$ cat src/rtl/fib_pkg.sv
// Shared definitions for the Fibonacci datapath display stage:
// blinker state encodings and default blink timing.
package fib_pkg;

  typedef enum logic [1:0] {
    FIB_BLK_IDLE = 2'd0,
    FIB_BLK_ON   = 2'd1,
    FIB_BLK_OFF  = 2'd2,
    FIB_BLK_GAP  = 2'd3
  } fib_blk_state_e;

  localparam int FIB_ON_CYCLES  = 1600;
  localparam int FIB_OFF_CYCLES = 1600;
  localparam int FIB_GAP_CYCLES = 8000;

endpackage

$ cat src/rtl/phase_counter.sv
// Loadable down-counter that times each LED phase; it parks at zero
// until reloaded.
module phase_counter #(
  parameter int CNT_WIDTH = 13
) (
  input  logic                 clock_in,
  input  logic                 reset_in,
  input  logic                 load_in,
  input  logic [CNT_WIDTH-1:0] load_value_in,
  output logic                 zero_out
);

  logic [CNT_WIDTH-1:0] count_q;
  logic [CNT_WIDTH-1:0] count_d;

  always_comb begin
    count_d = count_q;
    if (load_in) begin
      count_d = load_value_in;
    end else if (count_q != '0) begin
      count_d = count_q - CNT_WIDTH'(1);
    end
  end

  always_ff @(posedge clock_in or posedge reset_in) begin
    if (reset_in) begin
      count_q <= '0;
    end else begin
      count_q <= count_d;
    end
  end

  assign zero_out = (count_q == '0);

endmodule

$ cat src/rtl/fib_led_blinker.sv
// Shows each accepted value N on one LED as N blinks followed by a dark gap;
// accepts the next value only once the gap has elapsed.
module fib_led_blinker
  import fib_pkg::*;
#(
  parameter int DATA_WIDTH = 4,
  parameter int CNT_WIDTH  = 13,
  parameter int ON_CYCLES  = FIB_ON_CYCLES,
  parameter int OFF_CYCLES = FIB_OFF_CYCLES,
  parameter int GAP_CYCLES = FIB_GAP_CYCLES
) (
  input  logic                  clock_in,
  input  logic                  reset_in,
  input  logic [DATA_WIDTH-1:0] data_in,
  input  logic                  valid_in,
  output logic                  ready_out,
  output logic                  led_out,
  output logic                  busy_out,
  output logic                  done_out
);

  localparam logic [CNT_WIDTH-1:0] ON_LOAD  = CNT_WIDTH'(ON_CYCLES - 1);
  localparam logic [CNT_WIDTH-1:0] OFF_LOAD = CNT_WIDTH'(OFF_CYCLES - 1);
  localparam logic [CNT_WIDTH-1:0] GAP_LOAD = CNT_WIDTH'(GAP_CYCLES - 1);

  fib_blk_state_e        state_q, state_d;
  logic [DATA_WIDTH-1:0] blinks_q, blinks_d;
  logic [DATA_WIDTH-1:0] blinks_dec;
  logic                  ready_q, ready_d;
  logic                  led_q, led_d;
  logic                  done_q, done_d;
  logic                  handshake;
  logic                  cnt_load;
  logic [CNT_WIDTH-1:0]  cnt_load_value;
  logic                  cnt_zero;

  assign handshake  = valid_in && ready_q;
  assign blinks_dec = blinks_q - DATA_WIDTH'(1);

  phase_counter #(
    .CNT_WIDTH (CNT_WIDTH)
  ) u_phase_counter (
    .clock_in      (clock_in),
    .reset_in      (reset_in),
    .load_in       (cnt_load),
    .load_value_in (cnt_load_value),
    .zero_out      (cnt_zero)
  );

  always_comb begin
    state_d        = state_q;
    blinks_d       = blinks_q;
    cnt_load       = 1'b0;
    cnt_load_value = ON_LOAD;
    unique case (state_q)
      FIB_BLK_IDLE: begin
        if (handshake) begin
          blinks_d = data_in;
          cnt_load = 1'b1;
          if (data_in != '0) begin
            state_d        = FIB_BLK_ON;
            cnt_load_value = ON_LOAD;
          end else begin
            state_d        = FIB_BLK_GAP;
            cnt_load_value = GAP_LOAD;
          end
        end
      end
      FIB_BLK_ON: begin
        if (cnt_zero) begin
          blinks_d = blinks_dec;
          cnt_load = 1'b1;
          if (blinks_dec == '0) begin
            state_d        = FIB_BLK_GAP;
            cnt_load_value = GAP_LOAD;
          end else begin
            state_d        = FIB_BLK_OFF;
            cnt_load_value = OFF_LOAD;
          end
        end
      end
      FIB_BLK_OFF: begin
        if (cnt_zero) begin
          state_d        = FIB_BLK_ON;
          cnt_load       = 1'b1;
          cnt_load_value = ON_LOAD;
        end
      end
      FIB_BLK_GAP: begin
        if (cnt_zero) begin
          state_d = FIB_BLK_IDLE;
        end
      end
      default: state_d = FIB_BLK_IDLE;
    endcase

    // Outputs are registered off the next state so they line up with it.
    ready_d = (state_d == FIB_BLK_IDLE);
    led_d   = (state_d == FIB_BLK_ON);
    done_d  = (state_q != FIB_BLK_IDLE) && (state_d == FIB_BLK_IDLE);
  end

  always_ff @(posedge clock_in or posedge reset_in) begin
    if (reset_in) begin
      state_q  <= FIB_BLK_IDLE;
      blinks_q <= '0;
      ready_q  <= 1'b0;
      led_q    <= 1'b0;
      done_q   <= 1'b0;
    end else begin
      state_q  <= state_d;
      blinks_q <= blinks_d;
      ready_q  <= ready_d;
      led_q    <= led_d;
      done_q   <= done_d;
    end
  end

  assign ready_out = ready_q;
  assign led_out   = led_q;
  assign busy_out  = (state_q != FIB_BLK_IDLE);
  assign done_out  = done_q;

endmodule

$ cat config.mk
export PLATFORM = sky130hd
export DESIGN_NAME = fib_led_blinker
export DESIGN_NICKNAME = d
export VERILOG_FILES = /design/src/rtl/fib_pkg.sv /design/src/rtl/phase_counter.sv /design/src/rtl/fib_led_blinker.sv
export SDC_FILE = /design/constraint.sdc
export NUM_CORES = 1
export LEC_CHECK = 0
export ABC_CLOCK_PERIOD_IN_PS = 4010
export CORE_MARGIN = 4
export CORE_UTILIZATION = 29
export CTS_CLUSTER_SIZE = 24
export DETAILED_ROUTE_END_ITERATION = 10
export GPL_TIMING_DRIVEN = 0
export PLACE_DENSITY = 0.49
export SLEW_MARGIN = 20
export SYNTH_ARGS = -nofsm -noshare
export SYNTH_HDL_FRONTEND = slang
export SYNTH_SLANG_ARGS = --single-unit
$ cat constraint.sdc
create_clock -name clock_in -period 4.01 [get_ports clock_in]
set_input_delay 1.203 -clock clock_in [delete_from_list [all_inputs] [get_ports clock_in]]
set_output_delay 1.203 -clock clock_in [all_outputs]
set_load 0.05 [all_outputs]
# Yosys cells after proc, flatten, opt, wreduce, memory -nomap -nowiden
# Index checks and enable logic that the tools add are counted.
# word_totals
word_cells	47
latch_bits	0
ram_bits	0
reg_bits	22
mem_count	0
rom_bits	0
# op_classes
n_eq_ne	6
n_bitwise	0
reduce_logical	13
div	0
shifts	0
muxes	20
n_addsub	2
mul	0
order_cmp	0
# op_table
operator	count
13-bit two-way mux	6
13-bit case mux with 2 select lines	1
13-bit zero test	1
13-bit nonzero test	1
13-bit by 1-bit subtractor with 13-bit output, second input constant	1
2-bit two-way mux	5
4-bit two-way mux	2
2-bit case mux with 4 select lines	1
4-bit case mux with 2 select lines	1
2-bit nonzero test	3
2-bit by 1-bit equality test with 1-bit output, second input constant	2
2-bit equality test, second input constant	2
2-bit zero test	2
4-bit zero test	1
2-bit != test, second input constant	2
4-bit nonzero test	1
4-bit by 1-bit subtractor with 4-bit output, second input constant	1
1-bit two-way mux	3
3-bit AND reduction	1
1-bit logical AND	2
1-bit case mux with 2 select lines	1
2-bit OR reduction	1

# Longest topological paths before layout
# logic_depth
word_depth	7
depth_mapped	8
mapped_depth_nobuf	7

# Modules after synthesis
# From an unflattened synthesis, not the netlist that was laid out.
# hier_totals
cells_unflattened	149
hier_area_um2	1437.6
# by_module_without_submodules
module	instances	area_each_um2	cells_each
phase_counter	1	810.8	81
fib_led_blinker	1	626.9	68

# Worst setup path after synthesis
# Ideal clock, no wire load.
# synth_timing
kind	input-to-reg
from	in data_in[0]
to	reg u_phase_counter.count_q[8]
setup_slack_ns	1.719
required_time_ns	3.916
path_stages	3
t_arrival_ns	2.197
cell_sequence	or4_1 o22a_1 a211oi_1
# synth_via
elab_chain_cells	5
# synth_lines
item	line_no	text
start, declared	fib_led_blinker.sv:14	input logic [DATA_WIDTH-1:0] data_in,
4-bit nonzero test	fib_led_blinker.sv:60	if (data_in != '0) begin
13-bit two-way mux	fib_led_blinker.sv:60	
13-bit two-way mux	fib_led_blinker.sv:57	if (handshake) begin
13-bit case mux with 2 select lines	fib_led_blinker.sv:55	unique case (state_q)
13-bit two-way mux	phase_counter.sv:18	if (load_in) begin
end signal, assigned	phase_counter.sv:29	count_q <= count_d;
end, declared	phase_counter.sv:13	logic [CNT_WIDTH-1:0] count_q;
# Every way passes these cells.
# A chain may end at the register's enable or synchronous reset.

# Worst setup path after layout
# layout_timing
from	reg state_q[0]
to	out busy_out
# layout_via
elab_chain_cells	1
# layout_lines
item	line_no	text
start, declared	fib_led_blinker.sv:26	fib_blk_state_e state_q, state_d;
start signal, assigned	fib_led_blinker.sv:111	state_q <= state_d;
2-bit nonzero test	fib_led_blinker.sv:121	assign busy_out = (state_q != FIB_BLK_IDLE);
end, declared	fib_led_blinker.sv:18	output logic busy_out,
# Every way passes these cells.

==> results.cfg <==
[logic_synthesis]
synth_top_cells_by_count = dfrtp_1 (22), nor2_1 (19), nand2_1 (13)
synthArstFlopShare_pct = 100
syn_inst = 142
ys_ff_latch = 22
synth_top_area_share_pct = 41.5
yosysWarnings = 0
netlist_area_sq_um = 1330
synth_top_area_cell = dfrtp_1
post_synth.cell_area_avg_sq_um = 9.35
synth_area_leaders = dfrtp_1 (41%), ha_1 (6.6%), nor2_1 (5.4%), nand2_1 (3.7%), o22a_1 (3.3%)
synth.net_count = 156
synth_cell_types = 37
synth_flop_cell = dfrtp_1
yosysMostFrequentCell = dfrtp_1
seq_area_frac_synth_pct = 41.5
synth_edf_count = 0

[pwr]
p_switching_uw = 83.2
sw_frac_of_total_pct = 20.9
power_frac_clock_pct = 41.5
p_comb_share_pct = 2.8
vdd.ir_drop.worst_v = 0.000171
p_per_area_nw_per_um2 = 257
p_int_uw = 315
p_leak_nw = 0.616
p_seq_share_pct = 55.7

[clock_tree]
clk_pin_slew_worst_paths_ns = 0.08
numCtsBuffers = 3
root_buffer = clkbuf_8
postCtsSetupBuffers = 0
hold_buffers = 0
cts.repair.resized = 0
cts_tree = yes
clk_latency_ns = 0.26
clk_path_buf_depth = 2
cts.htree.levels = 1
cts.sinks = 22

[route]
drtIter0Drc = 34
drtAntennaViolNets = 0
wl_per_cell_um = 13.8
vias_per_cell = 5.28
dr_total_vias = 1098
first_pass_iters = 4
drc = 0
wirelength_um = 2880

[floorplan]
initial_core_util_pct = 30.3
die_y_um = 75.7
die_width_um = 75.7
core-area_sq_um = 4380
ioPinCount = 11
dieArea_sq_um = 5720
rows = 24

[sta]
rsz0062_at_grt = no
slew_headroom_pct = 42.5
hold_violations = 0
max_slew.worst_pin.slew_ns = 0.862
timing.final.crit_period_ns = 3.23
final_max_slew_viol_count = 0
clock_skew_ns = 0.00129
fin_tns_setup_ns = 0
max_freq_mhz = 310
period_share_pct = 80.5
finalSetupViolations = 0

[critical_path]
worstSetupPathType = flop to output port
start_kind = flop
path_max_fanout = 6
cp.arrival_ns = 2.02
cp-end-kind = output port
critPathRequiredTime_ns = 2.81
r2r_cells = 4

[place]
port_buffers = 10
place_congestion = 0.777
placed_cell_area_sq_um = 1490
dp_hpwl_um = 2150

[hold_path]
min_path_cells = 1
hold_path.class = flop to flop

[job]
max-cap-violations = 0

[final_layout]
design_area_sq_um = 1550
final_layout_size_suffix_gt1_share_pct = 8.33
nets = 171
syn2layout_area_growth_pct = 16.6
antenna_cells = 0

[status]
status = completed

[global_route]
track_usage_pct = 11.5
overflow = 0
grt_pass1_vias = 1152
grt_max_degree = 23
grt_pass1_wl_um = 5150
antenna_found_initial = 0
==> metrics by stage <==
stage / utilization [%] / setup WS [ns] / total power [mW] / hold slack [ns] / cells
after floorplan: - / 1.72 / 0.230 / 0.505 / 142
after global placement: 34.0 / 1.10 / 0.238 / 0.534 / 204
after detailed placement: 34.0 / 1.09 / 0.238 / 0.532 / 204
final: 35.3 / 0.783 / 0.398 / 0.553 / 208
after CTS: 35.3 / 0.774 / 0.402 / 0.552 / 208
after global routing: 35.3 / 0.687 / 0.414 / 0.575 / 208
==> power by group through the flow <==
stage	logic, mW	registers, mW	clock network (mW)
2_1_floorplan	0.00366	0.226	0
3_3_place_gp	0.0117	0.226	0
3_5_place_dp	0.0118	0.226	0
4_1_cts	0.0117	0.222	0.169
6_report	0.0112	0.222	0.165
5_1_grt	0.0129	0.222	0.180
==> flip-flops by register name, indices dropped and copies added (netlist names) <==
register	cells
state_q	2
u_phase_counter.count_q	13
blinks_q	4
led_out	1
ready_out	1
done_out	1
==> area by class of cell <==
cell class / count / area [sq um]
Sequential cell: 22 / 551
Multi-Input combinational cell: 109 / 732
Tap cell: 52 / 65.1
Buffer: 2 / 11.3
Clock buffer: 4 / 55.1
Timing Repair Buffer: 10 / 100
Inverter: 9 / 33.8
Fill cell: 445 / 2840
==> cells by family (layout without fill, tap and decap cells) <==
kind of cell    after synthesis  after routing  share of synthesized area (%)
simple gates                 62             62                           25.1
buf+inv                      11             25                           3.39
fa+ha+maj                     7              7                           6.60
flops                        22             22                           41.5
xor+xnor                     10             10                           6.60
compound gates               30             30                           16.9
==> final timing paths <==
| path | start | endpoint | slack [ns] |
|---|---|---|---|
| setup / recovery | state_q[0] | busy_out | 0.78 |
| hold / removal | blinks_q[1] | blinks_q[1] | 0.55 |
| setup reg to reg | u_phase_counter.count_q[8] | u_phase_counter.count_q[8] | 1.81 |
| hold reg to reg | blinks_q[1] | blinks_q[1] | 0.55 |
| max in group asynchronous | reset_in | u_phase_counter.count_q[11] | 2.07 |
| min in group asynchronous | reset_in | blinks_q[0] | 1.42 |
==> worst max-delay path, cell delays in order (launching register included) <==
cell             delay, ns
dfrtp_1               0.42
inv_1                 0.09
ha_1                  0.27
inv_1                 0.15
clkdlybuf4s50_1       0.83
==> routing by layer <==
layer / global-route usage [%] / vias up / wire (um) / share of wire, %
met3: 3.30 / 4 / 130 / 4.5
li1: - / 546 / - / -
met5: 0 / - / 0 / 0
met4: 3.11 / 0 / 34 / 1.2
met1: 15.0 / 525 / 1420 / 49
met2: 18.9 / 23 / 1300 / 45
==> layout by cell type, fill, tap and decap left out, types with 5 or more instances in the layout <==
| cell | n |
|---|---|
| clkdlybuf4s50_1 | 10 |
| nand2_1 | 13 |
| a21oi_1 | 6 |
| o22a_1 | 5 |
| ha_1 | 7 |
| nor2_1 | 19 |
| inv_1 | 9 |
| nor3_1 | 6 |
| dfrtp_1 | 22 |
| xor2_1 | 5 |
| xnor2_1 | 5 |
Power figures use the tool's default switching activity.
